[config.mk]
export PLATFORM = sky130hd
export DESIGN_NAME = voice_scheduler
export DESIGN_NICKNAME = d
export VERILOG_FILES = /design/src/rtl/voice_scheduler.sv
export SDC_FILE = /design/constraint.sdc
export NUM_CORES = 1
export LEC_CHECK = 0
export CAP_MARGIN = 30
export CORE_MARGIN = 2
export CORE_UTILIZATION = 35
export CTS_CLUSTER_DIAMETER = 120
export CTS_CLUSTER_SIZE = 16
export DETAILED_ROUTE_END_ITERATION = 8
export HOLD_SLACK_MARGIN = 0.12
export PLACE_DENSITY_LB_ADDON = 0.3
export SYNTH_ARGS = -nofsm -noshare
export SYNTH_HDL_FRONTEND = slang
export SYNTH_SLANG_ARGS = --single-unit
[constraint.sdc]
create_clock -name clk_in -period 4.5 [get_ports clk_in]
set_clock_uncertainty 0.2 [all_clocks]
set_input_delay 0.9 -clock clk_in [delete_from_list [all_inputs] [get_ports clk_in]]
set_output_delay 0.9 -clock clk_in [all_outputs]
set_load 0.01 [all_outputs]
[src/rtl/voice_scheduler.sv]
// Polyphonic voice allocator: accepts note events, scans voices to pick a slot
// (retrigger > free > steal-oldest), drives per-voice increments and step/reset pulses.
module voice_scheduler #(
    parameter int unsigned NUM_VOICES = 8,
    parameter int unsigned SAMPLE_DIV = 2268,
    parameter int unsigned AGE_W      = 16
) (
    input  logic                     clk_in,
    input  logic                     rst_in,
    input  logic                     note_valid_in,
    output logic                     note_ready_out,
    input  logic                     note_on_in,
    input  logic [6:0]               note_num_in,
    input  logic [31:0]              phase_incr_in,
    output logic                     sample_tick_out,
    output logic [NUM_VOICES-1:0]    voice_step_out,
    output logic [NUM_VOICES-1:0]    voice_rst_out,
    output logic [NUM_VOICES-1:0]    voice_active_out,
    output logic [NUM_VOICES*32-1:0] voice_incr_out
);
    localparam int unsigned IDX_W = (NUM_VOICES > 1) ? $clog2(NUM_VOICES) : 1;
    localparam int unsigned DIV_W = $clog2(SAMPLE_DIV);
    localparam logic [DIV_W-1:0] DIV_LAST = DIV_W'(SAMPLE_DIV - 1);
    localparam logic [IDX_W-1:0] IDX_LAST = IDX_W'(NUM_VOICES - 1);

    typedef enum logic [1:0] {IDLE, SEARCH, COMMIT} state_t;
    state_t state, state_next;

    logic [DIV_W-1:0] div_cnt;
    logic [IDX_W-1:0] idx;
    logic [6:0]       note   [NUM_VOICES];
    logic [31:0]      incr   [NUM_VOICES];
    logic [AGE_W-1:0] age    [NUM_VOICES];

    logic             ev_on;
    logic [6:0]       ev_num;
    logic [31:0]      ev_incr;
    logic             match_found, free_found, old_found;
    logic [IDX_W-1:0] match_idx, free_idx, old_idx, target;
    logic [AGE_W-1:0] old_age;
    logic             transfer, do_assign, do_release;

    always_ff @(posedge clk_in or negedge rst_in) begin
        if (!rst_in) state <= IDLE;
        else         state <= state_next;
    end

    always_comb begin
        state_next = state;
        case (state)
            IDLE:    if (note_valid_in && note_ready_out) state_next = SEARCH;
            SEARCH:  if (idx == IDX_LAST) state_next = COMMIT;
            COMMIT:  state_next = IDLE;
            default: state_next = IDLE;
        endcase
    end

    always_comb begin
        transfer   = (state == IDLE) && note_valid_in && note_ready_out;
        target     = old_idx;
        if (match_found)     target = match_idx;
        else if (free_found) target = free_idx;
        do_assign  = (state == COMMIT) && ev_on;
        do_release = (state == COMMIT) && !ev_on && match_found;
    end

    assign sample_tick_out = (div_cnt == DIV_LAST);
    assign voice_step_out  = voice_active_out & {NUM_VOICES{sample_tick_out}};

    always_comb begin
        voice_incr_out = '0;
        for (int unsigned i = 0; i < NUM_VOICES; i++)
            voice_incr_out[32*i +: 32] = incr[i];
    end

    always_ff @(posedge clk_in or negedge rst_in) begin
        if (!rst_in) begin
            div_cnt          <= '0;
            idx              <= '0;
            note_ready_out   <= 1'b1;
            voice_rst_out    <= '0;
            voice_active_out <= '0;
            ev_on            <= 1'b0;
            ev_num           <= '0;
            ev_incr          <= '0;
            match_found      <= 1'b0;
            free_found       <= 1'b0;
            old_found        <= 1'b0;
            match_idx        <= '0;
            free_idx         <= '0;
            old_idx          <= '0;
            old_age          <= '0;
            for (int unsigned i = 0; i < NUM_VOICES; i++) begin
                note[i] <= '0;
                incr[i] <= '0;
                age[i]  <= '0;
            end
        end else begin
            div_cnt       <= sample_tick_out ? '0 : div_cnt + DIV_W'(1);
            voice_rst_out <= '0;

            if (transfer) begin
                ev_on          <= note_on_in;
                ev_num         <= note_num_in;
                ev_incr        <= phase_incr_in;
                idx            <= '0;
                match_found    <= 1'b0;
                free_found     <= 1'b0;
                old_found      <= 1'b0;
                note_ready_out <= 1'b0;
            end

            // One voice per cycle; ages may tick mid-scan, the value seen at scan time is used.
            if (state == SEARCH) begin
                idx <= idx + IDX_W'(1);
                if (voice_active_out[idx] && note[idx] == ev_num && !match_found) begin
                    match_found <= 1'b1;
                    match_idx   <= idx;
                end
                if (!voice_active_out[idx] && !free_found) begin
                    free_found <= 1'b1;
                    free_idx   <= idx;
                end
                if (voice_active_out[idx] && (!old_found || age[idx] > old_age)) begin
                    old_found <= 1'b1;
                    old_idx   <= idx;
                    old_age   <= age[idx];
                end
            end

            if (state == COMMIT) note_ready_out <= 1'b1;

            for (int unsigned i = 0; i < NUM_VOICES; i++) begin
                if (do_assign && target == IDX_W'(i)) begin
                    note[i]             <= ev_num;
                    incr[i]             <= ev_incr;
                    age[i]              <= '0;
                    voice_active_out[i] <= 1'b1;
                    voice_rst_out[i]    <= 1'b1;
                end else begin
                    if (sample_tick_out && voice_active_out[i] && age[i] != '1)
                        age[i] <= age[i] + AGE_W'(1);
                    if (do_release && match_idx == IDX_W'(i))
                        voice_active_out[i] <= 1'b0;
                end
            end
        end
    end
endmodule
* Word level (Yosys, flattened, before mapping)
Cells that the tools add are included.
** Word-level totals
- Register bits :: 542
- Input port bits :: 43
- Logic and storage cells :: 231
** Cells by class
- Add/sub/neg operators :: 10
- $lt $le $gt $ge :: 3
- Equality and inequality tests :: 29
- Mux-type cells :: 67
- Bitwise operators :: 2
- Reduce and logical (&&, ||, !) cells :: 73
** Operator list (number)
- $mux 16 :: 18
- $add 16x1->16 const B :: 8
- $ne 16x16->1 const B :: 8
- $bmux 16 s3 :: 1
- $logic_and 1x1->1 :: 42
- $mux 1 :: 36
- $reduce_bool 2->1 :: 18
- $eq 3x3->1 const B :: 9
- $bmux 7 s3 :: 1
- $gt 16x16->1 :: 1
- $mux 7 :: 2
- $add 12x1->12 const B :: 1
- $eq 12x12->1 const B :: 1
- $eq 3x2->1 const B :: 4
- $mux 12 :: 1
- $mux 3 :: 4
- $and 8x8->8 :: 1
- $reduce_and 2->1 :: 4
- $eq 7x7->1 :: 1
- $eq 3x1->1 const B :: 2
- $logic_not 3->1 :: 2
- $logic_not 1->1 :: 5
- $ge 4x4->1 const B :: 1
- $lt 3x4->1 const B :: 1
- 10 further kinds :: 12

* Logic depth before layout (Yosys ltp)
- Depth in word-level cells :: 9
- Mapped depth :: 14
- Depth with buffers taken out :: 10

* Worst setup path before layout
OpenSTA, ideal clock, no wires.
- Path kind :: reg2reg
- Start point :: register idx[0]
- End point :: register old_age[10]
- Arrival :: 3561 ps
- Required time :: 4175 ps
- Setup slack :: 614 ps
- Cell stages (with the launch flop) :: 14
- Clock period less this slack :: 3886 ps
- Path through :: dfrtp_1 clkbuf_1 clkbuf_1 mux4_2 mux2_2 ha_1 a21o_1 nand3_1 a21oi_1 nor2_1 a31o_2 a21oi_1 buf_2 mux2_2
** On the way
- Word-level cells in the longest chain between the ends :: 8
** RTL lines
- start: declaration :: line 30 : logic [IDX_W-1:0] idx;
- start signal: assignment :: line 115 : idx <= idx + IDX_W'(1);
- $not 3->4 (not written as such) :: line 124, 127
- $bmux 16 s3 :: line 124, 127
- $mux 16 (not written as such) (2 in a row) :: line 124, 127
- $gt 16x16->1 :: line 124 : if (voice_active_out[idx] && (!old_found || age[idx] > old_age)) begin
- $logic_or 1x1->1 :: line 124
- $logic_and 1x1->1 :: line 124
- $reduce_and 2->1 (no line)
- end signal: assignment :: line 127 : old_age <= age[idx];
- end: declaration :: line 40 : logic [AGE_W-1:0] old_age;
Parallel ways exist; a longest one is shown, timed or not. The select of a mux whose other input is x is not followed.
A chain may end at the register's enable or synchronous reset.

* Worst setup path after layout
- Start point :: register div_cnt[0]
- End point :: output port voice_step_out[1]
** On the way
- Word-level cells in the longest chain between the ends :: 2
** RTL lines
- start: declaration :: line 29 : logic [DIV_W-1:0] div_cnt;
- start signal: assignment :: line 99 : div_cnt <= sample_tick_out ? '0 : div_cnt + DIV_W'(1);
- $eq 12x12->1 :: line 67 : assign sample_tick_out = (div_cnt == DIV_LAST);
- $and 8x8->8 :: line 68 : assign voice_step_out = voice_active_out & {NUM_VOICES{sample_tick_out}};
- end: declaration :: line 16 : output logic [NUM_VOICES-1:0] voice_step_out,
No other way between the ends.

==> flow_metrics.env <==
export IMPL_clockBufferDepth=3
export IMPL_grt_use_total_pct=19.18
export IMPL_viasPerCell=5.107
export IMPL_finish_utilization_pct=43.43
export IMPL_pin_count=325
export IMPL_seq_area_frac_synth_pct=57.00
export IMPL_seqPwrFrac_pct=54.9
export IMPL_ant_nets=0
export IMPL_crit_path_top_delay_cell="and3_1"
export IMPL_cts_resized=0
export IMPL_cts_sinks=542
export IMPL_nets=2404
export IMPL_crit_chain="ha_1 > and4bb_2 > and3_1 > nand2_1 > inv_1 > clkdlybuf4s50_1"
export IMPL_max_slew_margin_pct=29.17
export IMPL_remaining_drc_errors=0
export IMPL_dp_hpwl_um=46180
export IMPL_core_area_mm2=0.06728
export IMPL_holdBufCountCts=0
export IMPL_hold_viol_final=0
export IMPL_status="completed"
export IMPL_grt_pass1_vias=17449
export IMPL_use_met3_pct=7.134
export IMPL_ys_seq_elements=542
export IMPL_reg2reg_from="idx[0]$_DFFE_PN0P_"
export IMPL_period_share_pct=91.26
export IMPL_clk_latency_ns=0.58
export IMPL_endpoint_kind="output port"
export IMPL_synth_largest_area_cell="dfrtp_1"
export IMPL_syn_area_mm2=0.02380
export IMPL_hold_class="in2async"
export IMPL_p_switching_mw=3.266
export IMPL_whs_ns=0.2113
export IMPL_antenna_found_initial=4
export IMPL_gp_congestion=0.8818
export IMPL_clkTransAtPathRegs_ns=0.08
export IMPL_initialDrtViolationCount=972
export IMPL_rows=95
export IMPL_cp_slowest_stage_delay_ns=0.64
export IMPL_syn_avg_cell_area_um2=11.72
export IMPL_chipWidth_um=264.7
export IMPL_clockPowerShare_pct=30.4
export IMPL_cpLargestDelayFamily="simple AND/OR/NAND/NOR gates"
export IMPL_fin_crit_ns=4.107
export IMPL_dieArea_mm2=0.07009
export IMPL_setup_violations=0
export IMPL_io_buffers=324
export IMPL_dr_total_vias=16429
export IMPL_post_cts_setup_buffers=0
export IMPL_timing_rr_end="old_age[4]$_DFFE_PN0P_"
export IMPL_p_sw_share_pct=29.82
export IMPL_peakVddDrop_mv=0.3216
export IMPL_cts_tree="yes"
export IMPL_synth_cells=2031
export IMPL_grtUsageMet2_pct=30.62
export IMPL_cp_data_required_time_ns=3.40
export IMPL_worstMarginPinSlew_ns=1.062
export IMPL_wl_per_cell_um=20.88
export IMPL_worstSetupPathType="reg2out"
export IMPL_firstDrtPassIters=4
export IMPL_maxSlewViolCount=0
export IMPL_synth_top_cell_area_share_pct=56.89
export IMPL_gr_usage_met1_pct=24.47
export IMPL_grt_pass1_wl_um=104700
export IMPL_maxCapViolCount=0
export IMPL_die_y_um=264.7
export IMPL_cp_max_fo=11
export IMPL_combPwrFrac_pct=14.7
export IMPL_p_per_area_mw_per_mm2=374.9
export IMPL_power_leakage_nw=13.81
export IMPL_ys_types=48
export IMPL_htreeDepth=2
export IMPL_fmax_mhz=243.5
export IMPL_rsz0062_at_grt="false"
export IMPL_critical_path_buf_inv_count=2
export IMPL_num_fill_cells=6256
export IMPL_gr_total_overflow=0
export IMPL_internal_power_mw=7.688
export IMPL_yosys_top_cells_area="dfrtp_1 (57%), mux2_2 (13%), nand2_1 (6.5%), mux4_2 (3.8%), xor2_1 (2.8%)"
export IMPL_area_growth_pct=22.79
export IMPL_r2r_slack_ns=0.63
export IMPL_drive_gt1_share_pct=18.27
export IMPL_grt_start_max_net_pins=114
export IMPL_tns_ns=0
export IMPL_ctsRootBufferMaster="clkbuf_16"
export IMPL_drt_total_wl_um=67180
export IMPL_ys_warn_count=0
export IMPL_numCtsBuffers=39
export IMPL_start_util_pct=35.37
export IMPL_critPathArrivalTime_ns=3.01
export IMPL_busiest_layer="met2"
export IMPL_cp_start_kind="flop"
export IMPL_worstRegToRegCells=12
export IMPL_synth_fp_nets=2101
-- placed cells by master (no fill, tap or decap), types with 29 or more instances in the layout --
cell type        netlist  routed
nand2_1              415     415
mux4_2                40      40
xor2_1                77      77
o21ai_0               32      32
inv_1                 38      36
mux2_2               282     282
clkbuf_16              0      40
dfrtp_1              541     538
buf_4                  5      29
nand3_1               57      57
clkdlybuf4s50_1        0     323
nand4_1               39      39
xnor2_1               52      52
nor2_1               157     151
-- worst max-delay path by stage --
| stage | from | endpoint | slack, ns | depth (start not counted) |
|---|---|---|---|---|
| detailed placement | idx[0]$_DFFE_PN0P_ | old_age[4]$_DFFE_PN0P_ | 0.66 | 11 |
| finish | div_cnt[0]$_DFF_PN0_ | voice_step_out[1] | 0.39 | 6 |
| CTS | div_cnt[0]$_DFF_PN0_ | voice_step_out[1] | 0.32 | 6 |
| floorplan | idx[0]$_DFFE_PN0P_ | old_age[10]$_DFFE_PN0P_ | 0.61 | 13 |
| global route | div_cnt[0]$_DFF_PN0_ | voice_step_out[1] | 0.22 | 6 |
| global placement | idx[0]$_DFFE_PN0P_ | old_age[5]$_DFFE_PN0P_ | 0.73 | 11 |
-- power by group through the flow --
stage	clock network [mW]	registers [mW]	logic, mW
after floorplan	0	5.71	1.04
after global placement	0	6.09	1.61
after detailed placement	0	6.11	1.63
after CTS	3.45	6.02	1.63
after global routing	3.62	6.10	1.76
final	3.33	6.02	1.61
-- state kept, by name (all words and copies together) (netlist names), 7 cells and up --
name and flops:
voice_rst_out 8, ev_incr 32, voice_incr_out 256, note 56, ev_num 7, voice_active_out 8, age 128, old_age 16
div_cnt 12
-- through the flow --
stage                     setup slack [ns]  instances  instance area [µm²]  total power [mW]
after floorplan                     0.6138       2031                23800             6.750
after global placement              0.7307       3166                28160             7.694
after detailed placement            0.6551       3166                28160             7.741
after CTS                           0.3202       3216                29220             11.11
after global routing                0.2184       3216                29220             11.49
final                               0.3933       3217                29220             10.95
-- kinds of logic after synthesis --
| group | count (synthesis) | synth area share [%] |
|---|---|---|
| AND/OR/NAND/NOR | 765 | 14.00 |
| flip-flops | 542 | 57.00 |
| multiplexers | 347 | 18.18 |
| buffers and inverters | 139 | 2.498 |
| XOR/XNOR | 129 | 4.748 |
| AO/OA/AOI/OAI | 82 | 2.151 |
| adder cells (fa/ha/maj) | 27 | 1.420 |
-- layout make-up --
type	instances	area, µm²	area share, %
sequential	542	13570	46.44
tap	873	1092	3.738
antenna	1	2.502	0.008565
timing repair buffer	363	3666	12.55
clock inverter	2	25.02	0.08565
clock buffer	48	1031	3.529
inverter	38	142.6	0.4882
multi-input combinational	1350	9691	33.17
-- synthesized netlist by cell type (all sizes together) --
cell,number
o22ai,5
xor2,77
a311oi,4
ha,27
o211ai,1
o21ai,32
or3b,1
o21a,1
xnor2,52
o311ai,1
nand2,415
mux4,40
nor3b,5
nand4,39
and2,15
nand3,57
nor3,10
dfstp,1
inv,38
mux2i,25
a21o,4
a31o,1
nand2b,11
buf,61
and4,12
nand3b,2
nor4,5
a31oi,2
nor2b,7
clkbuf,40
and4bb,1
a21oi,18
a311o,1
dfrtp,541
or2,5
or3,7
o31ai,3
o311a,4
and4b,1
nor2,157
and3,15
a221oi,5
mux2,282
-- layer usage --
layer	vias up	part of all wire (%)
met1	8412	42
li1	7450	-
met5	-	0.079
met4	8	2.5
met2	450	46
met3	109	9.2
-- worst register-to-register path, stage by stage (launching register included) --
cell and delay, ns:
dfrtp_2 0.63, buf_12 0.26, mux4_2 0.55, mux2_2 0.30, ha_1 0.30, nor2b_1 0.14
o211ai_1 0.09, a21oi_1 0.18, o21ai_0 0.11, a31o_2 0.22, a21oi_2 0.16, buf_4 0.23
mux2_2 0.36
(Power assumes the default switching activity.)
